==> config.mk <==
export PLATFORM = sky130hd
export DESIGN_NAME = eth_pcs_rx_block_lock_flat
export DESIGN_NICKNAME = d
export VERILOG_FILES = /design/src/rtl/eth_pcs_rx_block_lock_if.sv /design/src/rtl/eth_pcs_rx_block_lock.sv /design/src/flat_wrapper.sv
export SDC_FILE = /design/constraint.sdc
export NUM_CORES = 1
export LEC_CHECK = 0
export CAP_MARGIN = 40
export CORE_ASPECT_RATIO = 2
export CORE_MARGIN = 2
export CORE_UTILIZATION = 50
export CTS_BUF_LIST = sky130_fd_sc_hd__clkbuf_16
export CTS_CLUSTER_DIAMETER = 60
export CTS_CLUSTER_SIZE = 28
export DETAILED_ROUTE_END_ITERATION = 8
export PLACE_DENSITY = 0.67
export SETUP_SLACK_MARGIN = 0.2
export SKIP_CTS_REPAIR_TIMING = 1
export SYNTH_ARGS = -nofsm -noshare
export SYNTH_HDL_FRONTEND = slang
export SYNTH_SLANG_ARGS = --single-unit
==> constraint.sdc <==
create_clock -name i_clk -period 7.2 [get_ports i_clk]
set_clock_uncertainty 0.2 [all_clocks]
set_input_delay 2.16 -clock i_clk [delete_from_list [all_inputs] [get_ports i_clk]]
set_output_delay 2.16 -clock i_clk [all_outputs]
set_load 0.005 [all_outputs]
==> src/rtl/eth_pcs_rx_block_lock_if.sv <==
// eth_pcs_rx_block_lock_if: sync-header feed from the RX gearbox plus slip request and lock/BER status.
interface eth_pcs_rx_block_lock_if #(
    parameter int W_SYNC = 2
);
    logic              i_clk_en;
    logic              i_hdr_valid;
    logic [W_SYNC-1:0] i_hdr;
    logic              o_slip;
    logic              o_block_lock;
    logic              o_hi_ber;
    logic              o_rx_status;
    logic [5:0]        o_ber_cnt;

    modport master (
        output i_clk_en, i_hdr_valid, i_hdr,
        input  o_slip, o_block_lock, o_hi_ber, o_rx_status, o_ber_cnt
    );

    modport slave (
        input  i_clk_en, i_hdr_valid, i_hdr,
        output o_slip, o_block_lock, o_hi_ber, o_rx_status, o_ber_cnt
    );
endinterface

==> src/rtl/eth_pcs_rx_block_lock.sv <==
// eth_pcs_rx_block_lock: 10GBASE-R sync-header block lock FSM with gearbox slip control and BER monitor.
module eth_pcs_rx_block_lock #(
    parameter int N_SH_CHECK = 64,
    parameter int N_SH_INVLD = 16,
    parameter int SLIP_WAIT  = 4,
    parameter int BER_WINDOW = 19531,
    parameter int BER_THRESH = 16
) (
    input logic                    i_clk,
    input logic                    i_reset,
    eth_pcs_rx_block_lock_if.slave gb
);
    localparam int SH_W   = $clog2(N_SH_CHECK + 1);
    localparam int INV_W  = $clog2(N_SH_INVLD + 1);
    localparam int SLIP_W = SLIP_WAIT > 0 ? $clog2(SLIP_WAIT + 1) : 1;
    localparam int WIN_W  = $clog2(BER_WINDOW + 1);
    localparam int BC_W   = $clog2(BER_THRESH + 1);

    localparam logic [1:0] LOCK_INIT = 2'd0;
    localparam logic [1:0] TEST_SH   = 2'd1;
    localparam logic [1:0] SLIP      = 2'd2;
    localparam logic [1:0] WAIT_SLIP = 2'd3;

    logic [1:0]        state, state_d;
    logic [SH_W-1:0]   sh_cnt, sh_cnt_d, sh_inc;
    logic [INV_W-1:0]  invld_cnt, invld_d, inv_inc;
    logic [SLIP_W-1:0] slip_cnt, slip_cnt_d;
    logic              lock, lock_d, slip, slip_d;
    logic [WIN_W-1:0]  win_cnt, win_d, win_inc;
    logic [BC_W-1:0]   ber_cnt, ber_cnt_d, bc_inc;
    logic [5:0]        ber_out, ber_out_d, bo_inc;
    logic              hi_ber, hi_ber_d, rx_status;
    logic              ev, bad, ber_on, win_end, thr;

    assign ev      = gb.i_clk_en & gb.i_hdr_valid;
    assign bad     = ~^gb.i_hdr;
    assign sh_inc  = sh_cnt + SH_W'(1);
    assign inv_inc = invld_cnt + INV_W'(bad);

    always_comb begin
        state_d    = state;
        sh_cnt_d   = sh_cnt;
        invld_d    = invld_cnt;
        slip_cnt_d = slip_cnt;
        lock_d     = lock;
        slip_d     = 1'b0;
        case (state)
            LOCK_INIT: begin
                lock_d   = 1'b0;
                sh_cnt_d = '0;
                invld_d  = '0;
                state_d  = TEST_SH;
            end
            TEST_SH: if (ev) begin
                // a slip outranks a coincident window end
                if (bad && (!lock || inv_inc == INV_W'(N_SH_INVLD))) begin
                    lock_d  = 1'b0;
                    slip_d  = 1'b1;
                    state_d = SLIP;
                end else if (sh_inc == SH_W'(N_SH_CHECK)) begin
                    lock_d   = lock | (inv_inc == '0);
                    sh_cnt_d = '0;
                    invld_d  = '0;
                end else begin
                    sh_cnt_d = sh_inc;
                    invld_d  = inv_inc;
                end
            end
            SLIP: begin
                sh_cnt_d   = '0;
                invld_d    = '0;
                slip_cnt_d = SLIP_W'(SLIP_WAIT);
                state_d    = WAIT_SLIP;
            end
            default: if (slip_cnt == '0) begin
                state_d = TEST_SH;
            end else if (ev) begin
                slip_cnt_d = slip_cnt - SLIP_W'(1);
                state_d    = slip_cnt == SLIP_W'(1) ? TEST_SH : WAIT_SLIP;
            end
        endcase
    end

    // the monitor only sees events with lock held on both sides of the edge
    assign ber_on    = lock & lock_d;
    assign win_inc   = win_cnt + WIN_W'(1);
    assign bc_inc    = ber_cnt + BC_W'(bad && ber_cnt != BC_W'(BER_THRESH));
    assign bo_inc    = ber_out + 6'(bad && ber_out != 6'd63);
    assign win_end   = win_inc == WIN_W'(BER_WINDOW);
    assign thr       = bc_inc == BC_W'(BER_THRESH);
    assign win_d     = !ber_on ? '0 : !ev ? win_cnt : win_end ? '0 : win_inc;
    assign ber_cnt_d = !ber_on ? '0 : !ev ? ber_cnt : win_end ? '0 : bc_inc;
    assign ber_out_d = !ber_on ? '0 : !ev ? ber_out : win_end ? '0 : bo_inc;
    assign hi_ber_d  = !ber_on ? 1'b0 : !ev ? hi_ber : win_end ? thr : hi_ber | thr;

    always_ff @(posedge i_clk) begin
        if (!i_reset) begin
            state     <= LOCK_INIT;
            sh_cnt    <= '0;
            invld_cnt <= '0;
            slip_cnt  <= '0;
            lock      <= 1'b0;
            slip      <= 1'b0;
            win_cnt   <= '0;
            ber_cnt   <= '0;
            ber_out   <= '0;
            hi_ber    <= 1'b0;
            rx_status <= 1'b0;
        end else begin
            state     <= state_d;
            sh_cnt    <= sh_cnt_d;
            invld_cnt <= invld_d;
            slip_cnt  <= slip_cnt_d;
            lock      <= lock_d;
            slip      <= slip_d;
            win_cnt   <= win_d;
            ber_cnt   <= ber_cnt_d;
            ber_out   <= ber_out_d;
            hi_ber    <= hi_ber_d;
            rx_status <= lock_d & ~hi_ber_d;
        end
    end

    assign gb.o_slip       = slip;
    assign gb.o_block_lock = lock;
    assign gb.o_hi_ber     = hi_ber;
    assign gb.o_rx_status  = rx_status;
    assign gb.o_ber_cnt    = ber_out;
endmodule

==> src/flat_wrapper.sv <==
// flat-port wrapper written by rule: the top's interface ports become plain ports
module eth_pcs_rx_block_lock_flat 
#(
    parameter int N_SH_CHECK = 64,
    parameter int N_SH_INVLD = 16,
    parameter int SLIP_WAIT  = 4,
    parameter int BER_WINDOW = 19531,
    parameter int BER_THRESH = 16
)
  (i_clk, i_reset, gb_i_clk_en, gb_i_hdr_valid, gb_i_hdr, gb_o_slip, gb_o_block_lock, gb_o_hi_ber, gb_o_rx_status, gb_o_ber_cnt);
  eth_pcs_rx_block_lock_if gb_i ();
  input logic i_clk;
  input logic i_reset;
  input wire logic [$bits(gb_i.i_clk_en)-1:0] gb_i_clk_en;
  input wire logic [$bits(gb_i.i_hdr_valid)-1:0] gb_i_hdr_valid;
  input wire logic [$bits(gb_i.i_hdr)-1:0] gb_i_hdr;
  output wire logic [$bits(gb_i.o_slip)-1:0] gb_o_slip;
  output wire logic [$bits(gb_i.o_block_lock)-1:0] gb_o_block_lock;
  output wire logic [$bits(gb_i.o_hi_ber)-1:0] gb_o_hi_ber;
  output wire logic [$bits(gb_i.o_rx_status)-1:0] gb_o_rx_status;
  output wire logic [$bits(gb_i.o_ber_cnt)-1:0] gb_o_ber_cnt;
  assign gb_i.i_clk_en = gb_i_clk_en;
  assign gb_i.i_hdr_valid = gb_i_hdr_valid;
  assign gb_i.i_hdr = gb_i_hdr;
  assign gb_o_slip = gb_i.o_slip;
  assign gb_o_block_lock = gb_i.o_block_lock;
  assign gb_o_hi_ber = gb_i.o_hi_ber;
  assign gb_o_rx_status = gb_i.o_rx_status;
  assign gb_o_ber_cnt = gb_i.o_ber_cnt;
  eth_pcs_rx_block_lock #(.N_SH_CHECK(N_SH_CHECK), .N_SH_INVLD(N_SH_INVLD), .SLIP_WAIT(SLIP_WAIT), .BER_WINDOW(BER_WINDOW), .BER_THRESH(BER_THRESH)) u_core (.i_clk(i_clk), .i_reset(i_reset), .gb(gb_i));
endmodule
==> results.sh <==
export IMPL_outcome="completed"
export IMPL_rows=38
export IMPL_io_buffers=15
export IMPL_finalWirelength_um=6460
export IMPL_syn2layout_area_growth_pct=11.6
export IMPL_synth_top_family_by_area="simple AND/OR/NAND/NOR gates"
export IMPL_critPathLaunchType="input pin"
export IMPL_synth_top_flop_cell="dfxtp_1"
export IMPL_syn_avg_cell_area_um2=8.06
export IMPL_firstDrtPassIters=4
export IMPL_cp_end_kind="flop"
export IMPL_dieWidth_um=56.3
export IMPL_ios=16
export IMPL_cts_inserted_buffers=5
export IMPL_cp_startpoint="gb_i_hdr[1]"
export IMPL_drcViolationCount=0
export IMPL_syn_inst=340
export IMPL_yosysWarnings=0
export IMPL_synth_fp_nets=364
export IMPL_antennaDiodeCount=0
export IMPL_max_slew_margin=0.407
export IMPL_cts_path_max_buffers=2
export IMPL_yosysTopAreaCell="dfxtp_1"
export IMPL_gp_congestion=0.848
export IMPL_core_area_mm2=0.00537
export IMPL_synth_adder_area_share=0.0822
export IMPL_synth_edf_count=0
export IMPL_synth_cell_types=50
export IMPL_maxCapViolations=0
export IMPL_grt_total_usage=0.225
export IMPL_finalHoldViolCount=0
export IMPL_htree_levels=2
export IMPL_min_period_ns=5.35
export IMPL_endpoint="u_core.win_cnt[6]"
export IMPL_via_per_inst=6.05
export IMPL_fin_crit_sh=0.743
export IMPL_async_reset_ff_frac=0
export IMPL_cts_tree="yes"
export IMPL_grt_max_degree=34
export IMPL_cp_required_ns=7.16
export IMPL_grt_pass1_wl_um=10900
export IMPL_fp_dieH_um=109
export IMPL_worstHoldPathType="flop to flop"
export IMPL_drtIter0Drc=71
export IMPL_root_buffer="clkbuf_16"
export IMPL_setup_viol=0
export IMPL_worstReg2RegStart="u_core.win_cnt[1]"
export IMPL_r2r_end="u_core.win_cnt[14]"
export IMPL_die_area_mm2=0.00612
export IMPL_clk_pin_slew_ns=0.06
export IMPL_r2r_cells=6
export IMPL_initial_core_util=0.510
export IMPL_wl_per_cell_um=15.7
export IMPL_cp_max_fo=26
export IMPL_synth_seq_area_share=0.343
export IMPL_synth_commonest_cells="dfxtp_1 (47), nor2_1 (45), nand2_1 (30)"
export IMPL_cts_sinks=47
export IMPL_layout_nets=374
export IMPL_power_density_mw_per_mm2=229
export IMPL_grt_pass1_vias=2409
export IMPL_insertion_delay_ns=0.29
export IMPL_gr_total_overflow=0
export IMPL_yosys_area_share_simple=0.312
export IMPL_num_vias=2486
export IMPL_synth_cell_area_mm2=0.00274
export IMPL_fillers=516
export IMPL_synth_compound_area_frac=0.157
export IMPL_power_uw=700
export IMPL_drive_gt1_frac=0.0513
export IMPL_yosys_area_top_type_share=0.343
export IMPL_antenna_found_initial=0
export IMPL_maxClockFrequency_mhz=187
export IMPL_antenna_left=0
export IMPL_place_hpwl_um=4770
export IMPL_worst_slew_pin_slew_ns=0.883
export IMPL_synth_most_common_cell="dfxtp_1"
export IMPL_rsz0062_at_grt="false"
export IMPL_arrival_ns=5.31
export IMPL_multi_input_area_mm2=0.00170
export IMPL_synthXorXnorAreaFrac=0.0703
export IMPL_regArea_um2=941
export IMPL_peakVddDrop_mv=0.181
export IMPL_synth_seq_cells=47
export IMPL_synthMuxAreaShare=0
export IMPL_crit_type="input pin to flop"
export IMPL_p_leak_uw=0.00103
export IMPL_r2r_slack_ns=4.14
export IMPL_drv_slew=0
export IMPL_setup_tns_ns=0
export IMPL_synthTopCellsByArea="dfxtp_1 (34%), ha_1 (8.2%), nor2_1 (6.2%)"
worst min path at each step:
stage | startpoint | to | slack, ns | cells after the start
after detailed placement | u_core.invld_cnt[0] | u_core.invld_cnt[0] | 0.27 | 1
final | u_core.invld_cnt[0] | u_core.invld_cnt[0] | 0.28 | 1
after global placement | u_core.sh_cnt[1] | u_core.sh_cnt[1] | 0.27 | 2
after global routing | u_core.invld_cnt[0] | u_core.invld_cnt[0] | 0.28 | 1
after floorplan | u_core.invld_cnt[0] | u_core.invld_cnt[0] | 0.25 | 1
after CTS | u_core.invld_cnt[0] | u_core.invld_cnt[0] | 0.28 | 1
report_power, final:
part           internal (µW)  switching [µW]
clock                    126            97.6
sequential               273            14.5
combinational           65.9             123
sequential cells by signal (all words and copies together), names as in the netlist:
name / flops
u_core.ber_cnt: 5
u_core.slip_cnt: 3
u_core.gb.o_rx_status: 1
u_core.gb.o_slip: 1
u_core.sh_cnt: 7
u_core.win_cnt: 15
u_core.gb.o_block_lock: 1
u_core.gb.o_hi_ber: 1
u_core.gb.o_ber_cnt: 6
u_core.state: 2
u_core.invld_cnt: 5
worst max-delay path, stage by stage:
cell and delay [ns]:
clkdlybuf4s50_1 0.41, xnor2_1 0.46, ha_1 0.31, ha_1 0.24, nand3_1 0.11, xor2_1 0.20
o41ai_1 0.64, or2_2 0.57, a21o_1 0.13, o21ai_0 0.07
area by class of cell:
type | count | area share
repair buffers | 17 | 0.0553
flip-flops and latches | 47 | 0.308
inverters | 8 | 0.00982
clock buffers | 5 | 0.0409
clock inverters | 3 | 0.00409
well taps | 60 | 0.0246
multi-input cells | 271 | 0.558
metal layers:
metal,vias up,global-route usage,share of wire
met2,34,0.446,0.57
met1,1187,0.228,0.39
li1,1252,-,-
met3,13,0.0273,0.017
met4,0,0.0952,0.024
met5,-,0,0
kinds of logic after synthesis:
kind of cell	after synthesis
DFF	47
AOI/OAI and AO/OA	64
adders and majority gates	18
and+or+nand+nor	167
xor gates and xnor gates	22
buffers and inverters	22
stage by stage:
step	util	hold WS (ns)	worst slack [ns]	instance area, µm²	cells
floorplan	-	0.246	2.50	2740	340
global placement	0.541	0.269	1.64	2910	402
detailed placement	0.543	0.267	1.53	2920	403
CTS	0.569	0.283	1.82	3060	411
global route	0.569	0.284	1.52	3060	411
finish	0.569	0.278	1.85	3060	411
cells in the final DEF, fill, tap and decap left out, drive strengths merged, types with 3 or more instances in the layout:
master,Yosys,routed
a21o,3,3
nand2,30,30
o211ai,3,3
o22ai,4,4
and2,4,4
a21boi,3,3
nor4,16,16
a21oi,9,9
clkdlybuf4s50,0,15
nand2b,5,5
nor3,9,9
ha,18,18
o21ai,16,16
xor2,11,11
nand3b,3,3
xnor2,11,11
nand3,28,28
o21a,3,3
nand4,6,6
clkbuf,9,5
nor2,45,45
dfxtp,47,47
and3,7,7
a31oi,5,5
or2,3,3
inv,8,10
Power figures use the tool's default switching activity.
